## src/rtl/mem_req_pkg.sv

```systemverilog
// Shared types for the memory request controller: FSM state encoding,
// the default command record layout and the completion counter width.
package mem_req_pkg;

  localparam int CNT_WIDTH      = 16;
  localparam int DEF_ADDR_WIDTH = 4;
  localparam int DEF_DATA_WIDTH = 8;

  typedef enum logic {
    IDLE = 1'b0,
    REQ  = 1'b1
  } state_t;

  typedef struct packed {
    logic                      wr_rd;
    logic [DEF_ADDR_WIDTH-1:0] addr;
    logic [DEF_DATA_WIDTH-1:0] wdata;
  } cmd_t;

endpackage

```

## src/rtl/mem_req_fifo.sv

```systemverilog
// Command FIFO for mem_req_ctrl. The head entry is visible on 'head' with no
// read latency so the controller can present it to memory directly.
// Overflow/underflow are blocked internally: push is ignored when full and
// pop is ignored when empty.
module mem_req_fifo
  import mem_req_pkg::*;
#(
  parameter type T     = cmd_t,
  parameter int  DEPTH = 4
) (
  input  logic                       clk,
  input  logic                       rst,
  input  logic                       push,
  input  T                           din,
  input  logic                       pop,
  output T                           head,
  output logic                       full,
  output logic                       empty,
  output logic [$clog2(DEPTH):0]     occ
);

  localparam int PW = $clog2(DEPTH);
  localparam logic [PW:0] FULL_OCC = DEPTH[PW:0];

  T              mem [DEPTH];
  logic [PW-1:0] wptr;
  logic [PW-1:0] rptr;
  logic          push_ok;
  logic          pop_ok;

  assign full    = (occ == FULL_OCC);
  assign empty   = (occ == '0);
  assign push_ok = push && !full;
  assign pop_ok  = pop && !empty;
  assign head    = mem[rptr];

  // Storage array; contents need no reset because occupancy gates every read.
  always_ff @(posedge clk) begin
    if (push_ok) begin
      mem[wptr] <= din;
    end
  end

  // Pointers wrap naturally at the power-of-two depth; occupancy tracks fill.
  always_ff @(posedge clk) begin
    if (rst) begin
      wptr <= '0;
      rptr <= '0;
      occ  <= '0;
    end else begin
      if (push_ok) wptr <= wptr + 1'b1;
      if (pop_ok)  rptr <= rptr + 1'b1;
      case ({push_ok, pop_ok})
        2'b10:   occ <= occ + 1'b1;
        2'b01:   occ <= occ - 1'b1;
        default: occ <= occ;
      endcase
    end
  end

endmodule

```

## src/rtl/mem_req_ctrl.sv

```systemverilog
// Memory request controller: queues upstream write/read commands and issues
// them one at a time to memory over valid/ready. Read data returns on a
// registered response port; completed writes/reads are counted.
// Optional feature macro: MEM_REQ_TIMEOUT_EN (abandon a request that waits
// TIMEOUT cycles for ready, pulsing err).
//
//   state | meaning
//   IDLE  | nothing presented to memory; waits for a queued command
//   REQ   | FIFO head presented with valid=1; waiting for ready
module mem_req_ctrl
  import mem_req_pkg::*;
#(
  parameter int ADDR_WIDTH = 4,
  parameter int DATA_WIDTH = 8,
  parameter int FIFO_DEPTH = 4,
  parameter int TIMEOUT    = 16
) (
  input  logic                  clk,
  input  logic                  rst,
  input  logic                  cmd_valid,
  output logic                  cmd_ready,
  input  logic                  cmd_wr_rd,
  input  logic [ADDR_WIDTH-1:0] cmd_addr,
  input  logic [DATA_WIDTH-1:0] cmd_wdata,
  output logic                  wr_rd,
  output logic [ADDR_WIDTH-1:0] addr,
  output logic [DATA_WIDTH-1:0] wdata,
  output logic                  valid,
  input  logic                  ready,
  input  logic [DATA_WIDTH-1:0] rdata,
  output logic                  rsp_valid,
  output logic [ADDR_WIDTH-1:0] rsp_addr,
  output logic [DATA_WIDTH-1:0] rsp_rdata,
  output logic [CNT_WIDTH-1:0]  wr_done_cnt,
  output logic [CNT_WIDTH-1:0]  rd_done_cnt,
  output logic                  err
);

  localparam int PW = $clog2(FIFO_DEPTH);
  localparam logic [PW:0] OCC_ONE = 1;

  if (FIFO_DEPTH < 2 || (FIFO_DEPTH & (FIFO_DEPTH - 1)) != 0 || TIMEOUT < 2) begin : g_bad_params
    $error("mem_req_ctrl: FIFO_DEPTH must be a power of two >= 2 and TIMEOUT >= 2");
  end

  typedef struct packed {
    logic                  wr_rd;
    logic [ADDR_WIDTH-1:0] addr;
    logic [DATA_WIDTH-1:0] wdata;
  } cmd_w_t;

  state_t      state;
  state_t      state_nxt;
  cmd_w_t      cmd_in;
  cmd_w_t      head;
  logic        full;
  logic        empty;
  logic [PW:0] occ;
  logic        hs;
  logic        drop;
  logic        pop;
  logic        more;

  assign cmd_in = '{wr_rd: cmd_wr_rd, addr: cmd_addr, wdata: cmd_wdata};

  mem_req_fifo #(
    .T     (cmd_w_t),
    .DEPTH (FIFO_DEPTH)
  ) u_fifo (
    .clk   (clk),
    .rst   (rst),
    .push  (cmd_valid),
    .din   (cmd_in),
    .pop   (pop),
    .head  (head),
    .full  (full),
    .empty (empty),
    .occ   (occ)
  );

  assign cmd_ready = !full;
  assign hs        = (state == REQ) && ready;
  assign pop       = hs || drop;
  // A successor exists only if something sits behind the entry being retired.
  assign more      = (occ > OCC_ONE);

`ifdef MEM_REQ_TIMEOUT_EN
  localparam int WW = $clog2(TIMEOUT) + 1;
  localparam logic [WW-1:0] WAIT_LAST = WW'(TIMEOUT - 1);

  logic [WW-1:0] wait_cnt;

  assign drop = (state == REQ) && !ready && (wait_cnt == WAIT_LAST);

  // Ready-wait counter restarts for every newly presented command.
  always_ff @(posedge clk) begin
    if (rst || state != REQ || pop) begin
      wait_cnt <= '0;
    end else if (!ready) begin
      wait_cnt <= wait_cnt + 1'b1;
    end
  end
`else
  assign drop = 1'b0;
`endif

  // State register.
  always_ff @(posedge clk) begin
    if (rst) state <= IDLE;
    else     state <= state_nxt;
  end

  // Next-state logic: retire the head on handshake/timeout, chain successors.
  always_comb begin
    state_nxt = state;
    case (state)
      IDLE:    if (!empty)       state_nxt = REQ;
      REQ:     if (pop && !more) state_nxt = IDLE;
      default: state_nxt = IDLE;
    endcase
  end

  // Memory-side outputs: the FIFO head drives the bus only while requesting.
  always_comb begin
    valid = (state == REQ);
    wr_rd = 1'b0;
    addr  = '0;
    wdata = '0;
    err   = drop;
    if (valid) begin
      wr_rd = head.wr_rd;
      addr  = head.addr;
      wdata = head.wdata;
    end
  end

  // Completion counters and the registered read response.
  always_ff @(posedge clk) begin
    if (rst) begin
      rsp_valid   <= 1'b0;
      rsp_addr    <= '0;
      rsp_rdata   <= '0;
      wr_done_cnt <= '0;
      rd_done_cnt <= '0;
    end else begin
      rsp_valid <= hs && !head.wr_rd;
      if (hs) begin
        if (head.wr_rd) begin
          wr_done_cnt <= wr_done_cnt + 1'b1;
        end else begin
          rd_done_cnt <= rd_done_cnt + 1'b1;
          rsp_addr    <= head.addr;
          rsp_rdata   <= rdata;
        end
      end
    end
  end

endmodule

```

## config.mk

```make
export PLATFORM = sky130hd
export DESIGN_NAME = mem_req_ctrl
export DESIGN_NICKNAME = d
export VERILOG_FILES = /design/src/rtl/mem_req_pkg.sv /design/src/rtl/mem_req_fifo.sv /design/src/rtl/mem_req_ctrl.sv
export SDC_FILE = /design/constraint.sdc
export NUM_CORES = 1
export LEC_CHECK = 0
export ABC_AREA = 1
export CAP_MARGIN = 25
export CORE_MARGIN = 2
export CORE_UTILIZATION = 52
export DETAILED_ROUTE_END_ITERATION = 12
export PLACE_DENSITY = 0.91
export SYNTH_ARGS = -nofsm -noshare
export SYNTH_HDL_FRONTEND = slang
export SYNTH_HIERARCHICAL = 1
export SYNTH_SLANG_ARGS = --single-unit
```

## constraint.sdc

```tcl
create_clock -name clk -period 2.3 [get_ports clk]
set_input_delay 0.69 -clock clk [delete_from_list [all_inputs] [get_ports clk]]
set_output_delay 0.69 -clock clk [all_outputs]
set_load 0.02 [all_outputs]
```

==> run_results.csv <==
group,metric,value,unit
floorplan,start_util,0.540,
cells_and_area,fin_cells,751,
clock_tree,cts_sinks,107,
drt,dr.pass1.iters,5,
sta,clock.fmax,444,MHz
cells_and_area,layout_commonest_cell,"nor2_1",
global_route,grt-ovfl-total,0,
flow_run,maxCapViolations,0,
drt,drtIter0Drc,262,
synth,ys_seq_area_frac,0.563,
drt,wire_per_inst,13.8,µm
clock_tree,clockBufferDepth,2,
sta,setup_viol,0,
global_route,grt_pass1_vias,3969,
synth,synth_area_per_cell,8.81,µm²
global_route,grtUsageTotal,0.214,
pwr,ir_worst_vdd,0.000480,V
clock_tree,cts-root-buf,"clkbuf_8",
floorplan,die-height,99.4,µm
synth,async_reset_ff_frac,0,
min_path,hold_path_class,"flop to flop",
setup_path,critical_path.startpoint_type,"flop",
sta,fin_hold_ws,0.520,ns
cells_and_area,syn_to_final_growth,26.2,%
setup_path,crit_arrival,1.56,ns
synth,synth_nets,570,
pwr,power_density,652,nW/µm²
sta,rsz0062_at_grt,"yes",
synth,synth_flop_cell,"dfxtp_1",
clock_tree,cts_inserted_buffers,9,
clock_tree,clk_latency,0.36,ns
synth,synth_cells,537,
sta,drv_slew,0,
placement,dp_hpwl,7220,µm
cells_and_area,fin_util,0.681,
drt,num_vias,3990,
setup_path,end_kind,"output pin",
setup_path,path_class,"flop to output pin",
floorplan,core_area,8760,µm²
pwr,leakage,2.47,nW
synth,ys_types,35,
cells_and_area,layout_common_cells,"111 x nor2_1, 88 x nand2_1, 68 x clkdlybuf4s50_1",
cells_and_area,fin_nets,671,
clock_tree,htree_num_levels,3,
setup_path,crit_required,1.61,ns
synth,synth_area,4730,µm²
synth,yosysWarningCount,6,
sta,period_needed,2.25,ns
synth,synth_seq_cells,107,
clock_tree,cts_tree,"yes",
placement,place_congestion,0.831,
synth,synth_edf_count,52,
setup_path,crit_path_max_fanout,26,
floorplan,ios,86,
drt,drtAntennaViolNets,0,
sta,hold_viol_final,0,
placement,place_inst,731,
drt,drc,0,
drt,vias_per_cell,5.31,
cells_and_area,num_antenna_cells,0,
global_route,antenna_found_initial,0,
sta,fin_crit_sh,0.978,
floorplan,die_area,9870,µm²
drt,wl,10400,µm
outcome,status,"completed",
pwr,fin_total_pwr,0.00389,W
clock_tree,clkTransAtPathRegs,0.10,ns
floorplan,dieWidth,99.4,µm
cells_and_area,final_layout_size_suffix_gt1_frac,0.129,
global_route,grt_pass1_wl,17200,µm
floorplan,row_count,34,
placement,io_buffers,84,
sta,skew,0.0130,ns
global_route,grt_max_degree,27,
-- flip-flops by register name, summed over array words and instances (netlist names), named ones only --
register     flops
u_fifo/mem      52
rsp_addr         4
rd_done_cnt     16
u_fifo/rptr      2
rsp_valid        1
valid            1
wr_done_cnt     16
rsp_rdata        8
u_fifo/occ       3
u_fifo/wptr      2
-- Yosys cell counts, types with 3 or more instances --
| library cell | n | share of area |
|---|---|---|
| nor3_1 | 3 | 0.0032 |
| nor2_2 | 7 | 0.0093 |
| ha_1 | 7 | 0.019 |
| inv_2 | 3 | 0.0024 |
| nand2_1 | 88 | 0.070 |
| a21oi_1 | 21 | 0.022 |
| o21ai_1 | 6 | 0.0063 |
| nor3b_1 | 3 | 0.0048 |
| o22ai_1 | 8 | 0.011 |
| clkbuf_1 | 4 | 0.0032 |
| nand4_1 | 5 | 0.0066 |
| nand3_1 | 21 | 0.022 |
| buf_4 | 4 | 0.0063 |
| o22ai_2 | 5 | 0.013 |
| o21ai_0 | 45 | 0.048 |
| inv_1 | 65 | 0.052 |
| nor2_1 | 112 | 0.089 |
| edfxtp_1 | 52 | 0.33 |
| buf_2 | 4 | 0.0042 |
| dfxtp_1 | 55 | 0.23 |
-- per-layer routing --
metal / track usage / part of all wire / up-vias
met1: 0.251 / 0.41 / 1880
met2: 0.383 / 0.51 / 155
met4: 0.0938 / 0.013 / 0
met5: 0 / 0 / -
li1: - / - / 1941
met3: 0.0394 / 0.061 / 14
-- where the power goes --
part           leakage [nW]  total, W  internal [W]  switching [W]
combinational          1.45  0.000675      0.000275       0.000400
clock                0.0949   0.00108      0.000419       0.000666
sequential            0.924   0.00213       0.00209      0.0000436
total                  2.47   0.00389       0.00278        0.00111
-- kinds of logic after synthesis --
kind of cell    after synthesis  share of synthesized area
fa+ha+maj                     8                     0.0228
simple gates                248                      0.225
compound gates               87                      0.103
flops                       107                      0.563
buf+inv                      86                     0.0854
other cells                   1                   0.000793
-- final cells by class --
class | count | area [µm²]
sequential | 107 | 2670
inverter | 69 | 278
clock buffer | 9 | 124
tap | 108 | 135
timing repair buffer | 107 | 1010
clock inverter | 7 | 66.3
fill | 615 | 2790
multi-input combinational | 344 | 1690
-- worst max-delay path: stages (launching register included) --
cell	delay (ns)
dfxtp_2	0.35
buf_12	0.15
inv_16	0.12
nor2_1	0.05
o22ai_1	0.15
nand2_1	0.07
inv_1	0.06
clkdlybuf4s15_2	0.25
-- worst paths after layout --
check,startpoint,to,slack (ns),cells after the start
max reg2reg,valid$_SDFF_PP0_,u_fifo/occ[2]$_SDFFE_PP0P_,0.34,14
min reg2reg,u_fifo/rptr[0]$_SDFFE_PP0P_,flop,0.52,2
min,u_fifo/rptr[0]$_SDFFE_PP0P_,flop,0.52,2
max,flop,wdata[1],0.05,7
-- stage by stage --
stage	TNS [ns]	setup slack [ns]	instance area (µm²)
6_report	0	0.0502	5970
5_1_grt	-0.0410	-0.0163	5970
4_1_cts	-0.00159	-0.00159	5970
3_5_place_dp	-1.75	-0.329	5740
3_3_place_gp	-1.16	-0.183	5740
2_1_floorplan	0	0.336	4730
-- repair_timing --
| item | CTS | global route |
|---|---|---|
| pin swaps | 3 | 2 |
| buffers inserted | 2 | 1 |
| hold buffers | 0 | 0 |
| setup endpoints to repair | 14 | 13 |
| gates resized for setup | 57 | 15 |
| cloned | 1 | 0 |
| endpoints found under the hold margin | 0 | 0 |
Power figures use the tool's default switching activity.
